**src/rtl/bus_window_array.sv**
```systemverilog
// rtl/bus_window_array.sv - register bus splitter into NWIN address windows with tracked, timed-out reads
module bus_window_array #(
    parameter int NWIN       = 4,
    parameter int ADDR_WIDTH = 32,
    parameter int DATA_WIDTH = 32,
    parameter logic [NWIN*ADDR_WIDTH-1:0] BASE_ADDRS = '0,
    parameter logic [NWIN*8-1:0]          WIN_BITS   = {NWIN{8'd8}},
    parameter int TIMEOUT    = 64,
    parameter logic [DATA_WIDTH-1:0]      ERR_DATA   = DATA_WIDTH'(32'hDEADBEEF)
) (
    input  logic                         bus_clk,
    input  logic                         bus_reset,
    input  logic                         bus_rd_req,
    input  logic                         bus_wr_req,
    input  logic [ADDR_WIDTH-1:0]        bus_addr,
    input  logic [DATA_WIDTH-1:0]        bus_wr_data,
    input  logic [3:0]                   bus_be,
    output logic [DATA_WIDTH-1:0]        bus_rd_data,
    output logic                         bus_rd_ack,
    output logic                         bus_err,
    output logic [NWIN-1:0]              sub_rd_req,
    output logic [NWIN-1:0]              sub_wr_req,
    output logic [NWIN*ADDR_WIDTH-1:0]   sub_addr,
    output logic [DATA_WIDTH-1:0]        sub_wr_data,
    output logic [3:0]                   sub_be,
    input  logic [NWIN*DATA_WIDTH-1:0]   sub_rd_data,
    input  logic [NWIN-1:0]              sub_rd_ack
);
    localparam int IW = (NWIN > 1) ? $clog2(NWIN) : 1;
    localparam int CW = $clog2(TIMEOUT) + 1;

    typedef enum logic [1:0] {IDLE, WAIT, ERR} state_t;

    state_t                  state;
    logic [IW-1:0]           pend;
    logic [CW-1:0]           cnt;

    logic [ADDR_WIDTH-1:0]   win_mask [NWIN];
    logic [ADDR_WIDTH-1:0]   win_base [NWIN];
    logic [DATA_WIDTH-1:0]   rd_word  [NWIN];
    logic [NWIN-1:0]         raw_hit;
    logic [NWIN-1:0]         hit;
    logic [IW-1:0]           hit_idx;
    logic                    found;

    // win_mask selects the address bits above the window, which must match the base
    for (genvar g = 0; g < NWIN; g++) begin : g_dec
        assign win_mask[g] = {ADDR_WIDTH{1'b1}} << WIN_BITS[g*8 +: 8];
        assign win_base[g] = BASE_ADDRS[g*ADDR_WIDTH +: ADDR_WIDTH];
        assign rd_word[g]  = sub_rd_data[g*DATA_WIDTH +: DATA_WIDTH];
        assign raw_hit[g]  = ((bus_addr ^ win_base[g]) & win_mask[g]) == '0;
    end

    // Overlapping windows resolve to the lowest index
    always_comb begin
        hit     = '0;
        hit_idx = '0;
        found   = 1'b0;
        for (int i = 0; i < NWIN; i++) begin
            if (raw_hit[i] && !found) begin
                hit[i]  = 1'b1;
                hit_idx = IW'(i);
                found   = 1'b1;
            end
        end
    end

    always_ff @(posedge bus_clk) begin
        if (bus_reset) begin
            state       <= IDLE;
            pend        <= '0;
            cnt         <= '0;
            bus_rd_data <= '0;
            bus_rd_ack  <= 1'b0;
            bus_err     <= 1'b0;
            sub_rd_req  <= '0;
            sub_wr_req  <= '0;
            sub_addr    <= '0;
            sub_wr_data <= '0;
            sub_be      <= '0;
        end else begin
            sub_rd_req  <= '0;
            sub_wr_req  <= bus_wr_req ? hit : '0;
            sub_wr_data <= bus_wr_data;
            sub_be      <= bus_be;
            for (int i = 0; i < NWIN; i++) begin
                sub_addr[i*ADDR_WIDTH +: ADDR_WIDTH] <=
                    (win_base[i] & win_mask[i]) | (bus_addr & ~win_mask[i]);
            end
            bus_rd_ack <= 1'b0;
            // A read that cannot be tracked is refused with a bare error pulse
            bus_err    <= bus_rd_req && (state != IDLE);

            case (state)
                IDLE: begin
                    if (bus_rd_req) begin
                        if (found) begin
                            sub_rd_req <= hit;
                            pend       <= hit_idx;
                            cnt        <= '0;
                            state      <= WAIT;
                        end else begin
                            state <= ERR;
                        end
                    end
                end
                WAIT: begin
                    if (sub_rd_ack[pend]) begin
                        bus_rd_ack  <= 1'b1;
                        bus_rd_data <= rd_word[pend];
                        state       <= IDLE;
                    end else if (cnt == CW'(TIMEOUT - 1)) begin
                        bus_rd_ack  <= 1'b1;
                        bus_rd_data <= ERR_DATA;
                        bus_err     <= 1'b1;
                        state       <= IDLE;
                    end else begin
                        cnt <= cnt + 1'b1;
                    end
                end
                ERR: begin
                    bus_rd_ack  <= 1'b1;
                    bus_rd_data <= ERR_DATA;
                    bus_err     <= 1'b1;
                    state       <= IDLE;
                end
                default: state <= IDLE;
            endcase
        end
    end
endmodule
```
**config.mk**
```make
export PLATFORM = sky130hd
export DESIGN_NAME = bus_window_array
export DESIGN_NICKNAME = d
export VERILOG_FILES = /design/src/rtl/bus_window_array.sv
export SDC_FILE = /design/constraint.sdc
export NUM_CORES = 1
export LEC_CHECK = 0
export ABC_CLOCK_PERIOD_IN_PS = 1600
export CORE_AREA = 3 3 158 160
export DETAILED_ROUTE_END_ITERATION = 10
export DIE_AREA = 0 0 161 163
export GPL_ROUTABILITY_DRIVEN = 0
export HOLD_SLACK_MARGIN = 0.02
export PLACE_DENSITY = 0.55
export SYNTH_ARGS = -nofsm -noshare
export SYNTH_HDL_FRONTEND = slang
export SYNTH_SLANG_ARGS = --single-unit
```
**constraint.sdc**
```tcl
create_clock -name bus_clk -period 1.6 [get_ports bus_clk]
set_input_delay 0.4 -clock bus_clk [delete_from_list [all_inputs] [get_ports bus_clk]]
set_output_delay 0.4 -clock bus_clk [all_outputs]
set_load 0.005 [all_outputs]
```
[Word level (Yosys, flattened, before mapping)]
Cells that the tools add are included.
Operators by class
  order comparisons: 2
  reductions and logical operators: 18
  $add $sub $neg: 1
  equality and inequality tests: 8
  bitwise operators: 5
  muxes and demuxes: 34
Operator list (count)
  32-bit 2-to-1 mux: 4
  32-bit binary-select mux with 2-bit select: 1
  32-bit case mux with 2 select lines: 1
  32-bit logical NOT: 1
  7-bit 2-to-1 mux: 4
  7-bit case mux with 2 select lines: 1
  1-bit 2-to-1 mux: 13
  2-bit 2-to-1 mux: 6
  2-bit inequality test (second input constant): 4
  7-bit by 1-bit adder with 7-bit output (second input constant): 1
  7-bit by 6-bit == test with 1-bit output (second input constant): 1
  2-bit nonzero test: 3
  5-bit AND reduction: 1
  1-bit logical AND: 4
  1-bit NOT: 4
  1-bit case mux with 2 select lines: 2
  2-bit case mux with 2 select lines: 1
  2-bit AND reduction: 2
  4-bit OR reduction: 1
  3-bit >= comparator (second input constant): 1
  1-bit logical NOT: 3
  2-bit by 3-bit < comparator with 1-bit output (second input constant): 1
  3-bit inequality test (second input constant): 1
  2-bit NOT with 3-bit output: 1
  6 further kinds: 6
Storage, ports and cells
  word-level logic and storage cells: 80
  bits in registers: 217

[Depth between registers and ports, before layout]
  word-level depth: 14
  mapped depth: 9

[Least setup slack after synthesis]
No wires, ideal clock.
  kind: input to register
  from: input port bus_addr[27]
  to: register cnt[0]
  data required time: 1530 ps
  path slack: -100 ps
  stages on the path: 5
  data arrival time: 1630 ps
  cells stage by stage: nor4_2 > nand4_1 > o32a_4 > or3_1 > a21oi_1
Between the ends
  longest elaborated chain between the ends: 13
Ends and longest elaborated chain
  from (decl): RTL line 15  | input logic [ADDR_WIDTH-1:0] bus_addr,
  32-bit logical NOT (*): RTL line 51  | assign raw_hit[g] = ((bus_addr ^ win_base[g]) & win_mask[g]) == '0;
  1-bit 2-to-1 mux: RTL line 60  | if (raw_hit[i] && !found) begin
  1-bit logical NOT: RTL line 60
  1-bit logical AND: RTL line 60
  1-bit 2-to-1 mux: RTL line 60
  1-bit logical NOT: RTL line 60
  1-bit logical AND: RTL line 60
  1-bit 2-to-1 mux: RTL line 60
  1-bit logical NOT: RTL line 60
  1-bit logical AND: RTL line 60
  1-bit 2-to-1 mux (*): RTL line 60
  2-bit inequality test (no line) (*)
  5-bit AND reduction (no line) (*)
  to (signal assigned): RTL line 118  | cnt <= cnt + 1'b1;
  to (decl): RTL line 36  | logic [CW-1:0] cnt;
Every way passes the cells marked *; elsewhere a longest branch is shown, timed or not.
A chain may end at the register's enable or synchronous reset.

[Worst setup path after layout]
  from: register cnt[0]
  to: register cnt[5]
Between the ends
  longest elaborated chain between the ends: 4
  elaborated cells between the ends (all ways): 7
  classes of those cells: 1 x add/sub; 2 x eq/ne; 3 x mux; 1 x reduce/logical
Ends and longest elaborated chain
  7-bit by 1-bit adder with 7-bit output: RTL line 118
  7-bit 2-to-1 mux: RTL line 112  | end else if (cnt == CW'(TIMEOUT - 1)) begin
  7-bit 2-to-1 mux: RTL line 108  | if (sub_rd_ack[pend]) begin
  7-bit case mux with 2 select lines: RTL line 94  | case (state)
Parallel ways exist; a longest one is shown, timed or not. The select of a mux whose other input is x is not followed.

==> out/results.ini <==
[clocking]
cts-hold-fix-buffers = 0
cts.sinks = 89
numCtsBuffers = 9
cts-root-buf = clkbuf_16
cts_buffer_depth = 2
clock_latency_ps = 340
clk_pin_slew_ps = 70
cts-htree-levels = 3
cts_tree = yes

[worst_setup_path]
critPathLaunchType = flip-flop
cp.required_ps = 1820
crit_start = cnt[0]$_SDFFE_PP0P_
rrSetupSlack_ps = -100
crit_type = flip-flop to flip-flop
critPathMaxFanout = 4
timing.rr.start = cnt[0]$_SDFFE_PP0P_
arrival_ps = 1920
end_kind = flip-flop
cp_slowest_cell = or4_1
worst_path_largest_cell_delay_ps = 530
path_cells = ha_4 > and4b_2 > or4_1 > a32oi_1 > a21oi_1

[synthesis]
ys.flop_type = dfxtp_1
syn-cell-area_sq_mm = 0.004135
synth-async-reset-ratio = 0
ys_seq_elements = 89
yosysTopAreaCellShare = 0.4309
syn-instance-count = 464
synthMostInstantiatedCell = buf_4
seq_area_frac_synth = 0.4309
synth-edff-count = 0
synth_largest_area_cell = dfxtp_1
yosysWarnings = 0
synth_area_leaders = dfxtp_1 43%, buf_4 23%, nor2b_1 6.7%
synth_commonest_cells = 127 x buf_4, 89 x dfxtp_1, 55 x nor3_1
synth.distinct_cells = 42
syn_area_per_cell_sq_um = 8.912

[placement]
dp.cells = 991
io_buffers = 208
post_dp_cell_area_sq_mm = 0.006397
hpwl_mm = 9.853
pre_cts_slack_ps = -674.2

[die]
core_area_sq_mm = 0.02354
ios = 410
fp-row-count = 56
initial_utilization = 0.1756
die-area_sq_mm = 0.02624
dieHeight_um = 163
dieWidth_um = 161

[timing]
fin_ws_ps = -100.8
setup_viol_count_final = 36
period_needed_ps = 1701
max_freq_mhz = 588.0
final.setup_skew_ps = 6.832
rsz0062_at_grt = true
drv_slew = 0
post-route-period-util = 1.063
holdWs_ps = 448.4
hold_viol_final = 0
tns_ps = -1604

[global_routing]
grt_use_met3 = 0.02543
grt.busiest_layer = met2
grt_use_met2 = 0.1723
grt_remaining_overflow = 0
grt_max_degree = 25
grt_pass1_vias = 3486
antenna_found_initial = 0
grt_pass1_wl_mm = 19.06
grt_usage = 0.09372
grtUsageMet1 = 0.1058

[cells_and_area]
drive_gt1_frac = 0.2454
finalInstanceArea_sq_mm = 0.007262
fin_util = 0.3085
nets = 908
synthToLayoutAreaGrowth_pct = 75.61
fillers = 2523
diodes = 0
instances_no_fill = 1024

[flow_run]
cap_violations = 0

[pwr]
p_leak_nw = 3.461
p_per_area_mw_per_mm2 = 764.9
total_power_mw = 5.555
worst_ir_drop_vdd_mv = 0.6248

[route]
drtAntennaViolNets = 0
first_iter_violations = 184
wire_per_inst_um = 13.13
drt_first_pass_iters = 4
wirelength_mm = 13.44
drcViolationCount = 0
via_per_inst = 3.550
num_vias = 3635

[status]
violations = setup timing
status = finished, violations left

[min_path]
min-delay-start = bus_rd_data[8]$_SDFFE_PP0P_
hold_class = flip-flop to flip-flop

## final cells by class
cell class / instances / area [sq um] / area share
Clock buffer: 9 / 225.2 / 0.03101
Multi-Input combinational cell: 322 / 2031 / 0.2796
Clock inverter: 7 / 71.32 / 0.009821
Inverter: 5 / 18.77 / 0.002584
Timing Repair Buffer: 273 / 2715 / 0.3739
Tap cell: 319 / 399.1 / 0.05496
Sequential cell: 89 / 1802 / 0.2481
## repair_timing
item	CTS	global route
pin swaps	24	42
setup buffers	15	2
resized for setup	150	76
setup endpoints to repair	111	71
gates cloned	2	1
## critical path, delay by kind of cell, from the launching register on
family | cells | cell delay [ps]
AO/OA/AOI/OAI | 2 | 310
adder cells (fa/ha/maj) | 1 | 150
flip-flops | 1 | 340
AND/OR/NAND/NOR | 2 | 770
## state kept, by name, summed over array words and instances (netlist names)
name,flops
sub_wr_data,32
sub_addr,8
state,2
bus_err,1
sub_rd_req,1
bus_rd_data,32
sub_be,4
bus_rd_ack,1
cnt,7
sub_wr_req,1
## path summary, 6_finish.rpt
kind | end | cells past startpoint
hold reg to reg | bus_rd_data[8]$_SDFFE_PP0P_ | 2
setup / recovery | cnt[5]$_SDFFE_PP0P_ | 5
setup reg to reg | cnt[5]$_SDFFE_PP0P_ | 5
hold / removal | bus_rd_data[8]$_SDFFE_PP0P_ | 2
## cells by family after synthesis
group	Yosys count	synth area share
flip-flops	89	0.4309
adder cells (fa/ha/maj)	4	0.01210
AO/OA/AOI/OAI	36	0.05810
buffers and inverters	154	0.2620
AND/OR/NAND/NOR	180	0.2360
other	1	0.0009068
## metal layers
| metal | up-vias | share of wire |
|---|---|---|
| li1 | 1783 | - |
| met1 | 1666 | 0.39 |
| met2 | 180 | 0.53 |
| met3 | 6 | 0.080 |
| met4 | 0 | 0.0077 |
| met5 | - | 0 |
## power by group
| part | internal [mW] | total, mW | switching (mW) |
|---|---|---|---|
| Sequential | 2.34 | 2.38 | 0.0460 |
| Combinational | 0.601 | 1.04 | 0.439 |
| Clock | 1.10 | 2.13 | 1.03 |
| Total | 4.04 | 5.55 | 1.52 |
## cell usage in the layout, fill, tap and decap left out, types with 4 or more instances in the layout
master and n:
clkbuf_16 10, nor4_2 6, nor2_2 9, nand3_1 6, nor3_4 6, dfxtp_2 16
conb_1 102, buf_12 8, nor3_2 20, clkdlybuf4s50_1 94, buf_4 52, dlygate4sd2_1 71
dlymetal6s2s_1 31, a21oi_2 8, nor3_1 29, nand2_1 14, nor2b_1 44, a21oi_1 8
dfxtp_1 73, nor2_1 23, clkdlybuf4s15_1 9, nand3_2 4
Power figures use the tool's default switching activity.
==> variant (same settings) <==
Set the parameter `ADDR_WIDTH` to 16 (it was 32).
--- a/src/rtl/bus_window_array.sv
+++ b/src/rtl/bus_window_array.sv
@@ -3,3 +3,3 @@
     parameter int NWIN       = 4,
-    parameter int ADDR_WIDTH = 32,
+    parameter int ADDR_WIDTH = 16,
     parameter int DATA_WIDTH = 32,
Interface: changed (resized bus_addr and sub_addr); port bits go from 410 to 330. No check against the original RTL was run, so the function may have changed too.
==> variant against the unedited design <==
The flow still finishes with violations (setup timing); sequential cell count unchanged; cell area down 11%; area after synthesis down 11%; die area unchanged; routed wire length down 4.4%; setup slack better by 0.023 ns; count of clock-buffer cells in the layout up 3; synthesized cell count down 15%; total power down 7.3%; largest cell class unchanged; largest power group unchanged.
==> variant: results (changes against the unedited design) <==
Place
  • HPWL Detailed: 8950 um (-9.1%)
  • Post-Place Worst Slack: -0.584 ns (+0.0903 ns)
  • I/O Buffers: 192 (-7.7%)

Final layout
  • Fill cells: 2561 (+1.5%)
  • Biggest regs: bus_rd_data: 32 flops, sub_wr_data: 32 flops, sub_addr: 8 flops
  • Fraction of layout cells with a size suffix above 1: 17.8% (-6.7 points)
  • Final net count: 794 (-13%)
  • Ant diodes: 0 (unchanged)

Clocking
  • Root buffer cell: clkbuf_16
  • Reg clk slew, reported paths: 0.07 ns (about the same)
  • Max Buffers Root-to-Sink: 2 (unchanged)
  • H-tree levels: 3 (unchanged)
  • CTS Buf Count: 9 (unchanged)
  • Clk Latency, worst-skew pair: 0.35 ns

Route
  • First drt pass iteration count: 4 (unchanged)
  • Post-Route WL: 12800 um (-4.4%)
  • Vias per cell: 3.73 (+5.1%)
  • Drt initial violations: 93 (-49%)

GRT
  • Largest net degree at the start of global routing: 44 (+76%)
  • Aggregate global-route resource usage: 9.40% (+0.026 points)
  • First-pass GRT wire length: 19200 um (+0.98%)
  • Vias in the first global route: 3378 (-3.1%)
  • Initial antenna violation count: 0 (unchanged)

Synth
  • Yosys warnings: 0 (unchanged)
  • Post-synthesis sequential area ratio: 48.5% (+5.4 points)
  • Yosys cell types: 38 (-9.5%)
  • Asr flop ratio synth: 0% (unchanged)
  • Synth area leaders: dfxtp_1 (49%), buf_4 (13%), nor2b_1 (7.7%)
  • Commonest cells in the synthesized netlist: dfxtp_1 (89), buf_4 (62), nor2b_1 (45)

STA
  • Final setup violation count: 10 (-72%)
  • Worst clock skew: 0.00942 ns (+0.00259 ns)
  • Final worst setup slack: -0.0782 ns (+0.0226 ns)
  • Setup TNS: -0.254 ns (+1.35 ns)

Status
  • Outcome: complete, but fails checks
  • Failing checks: setup timing

Worst hold path
  • Hold Path Class: primary input to flip-flop

Power
  • Static leakage: 0.00284 uW (-18%)
  • Worst VDD drop: 0.358 mV (-43%)

Setup path
  • Crit path DAT: 1.94 ns (+0.02 ns)
  • Worst-path maximum fanout: 6 (+2)

Run
  • Max_cap viols: 0 (unchanged)
==> variant: per-stage QoR <==
| step | area (um^2) | std cells |
|---|---|---|
| floorplan | 3830 | 431 |
| global placement | 5920 | 894 |
| detailed placement | 5920 | 894 |
| CTS | 6320 | 921 |
| global route | 6470 | 925 |
| finish | 6470 | 925 |
==> variant: per-layer routing <==
| metal | wire, um | part of all wire (%) | up-vias | global-route usage (%) |
|---|---|---|---|---|
| li1 | - | - | 1692 | - |
| met1 | 5590 | 44 | 1595 | 11.4 |
| met2 | 6030 | 47 | 152 | 15.2 |
| met3 | 1010 | 7.9 | 13 | 3.36 |
| met4 | 201 | 1.6 | 0 | 3.60 |
| met5 | 0 | 0 | - | 0 |
==> variant: cell type report <==
cell class / count / area, um^2 / share of cell area (%)
Timing Repair Buffer: 248 / 2420 / 37.5
Sequential cell: 89 / 1800 / 27.8
Multi-Input combinational cell: 247 / 1560 / 24.1
Tap cell: 319 / 399 / 6.17
Clock buffer: 12 / 246 / 3.81
Inverter: 7 / 27.5 / 0.425
Clock inverter: 3 / 17.5 / 0.271
==> variant: report_power, final <==
group,switching [uW],internal [uW],total (uW)
sequential,46.7,2330,2380
combinational,317,480,797
clock,885,1080,1970
total,1250,3900,5150
==> variant: cells by family after synthesis <==
| kind of cell | count (synthesis) | share of synthesized area, % |
|---|---|---|
| other cells | 1 | 0.102 |
| fa+ha+maj | 4 | 1.36 |
| simple gates | 137 | 23.4 |
| buf+inv | 95 | 16.2 |
| flops | 89 | 48.5 |
| compound gates | 68 | 10.4 |
==> variant: worst max-delay path, cell delays in order (launching register included) <==
cell      delay (ns)
dfxtp_2         0.34
ha_4            0.17
and4b_2         0.27
a311oi_4        0.36
buf_6           0.19
nor2_2          0.04
a311oi_1        0.23
==> variant: repair_timing <==
action,CTS,global route
gates cloned,3,1
buffers inserted,9,4
gates resized for setup,107,37
hold endpoints to repair,0,0
endpoints found under the setup margin,113,56
pin swaps,16,13
==> variant: worst paths after layout <==
kind / from / to / slack, ns / cells after the start
setup / recovery: cnt[0] / bus_rd_data[1] / -0.08 / 6
setup reg to reg: cnt[0] / bus_rd_data[1] / -0.08 / 6
hold reg to reg: bus_rd_data[29] / bus_rd_data[29] / 0.47 / 2
hold / removal: bus_reset / sub_addr[48] / 0.42 / 2
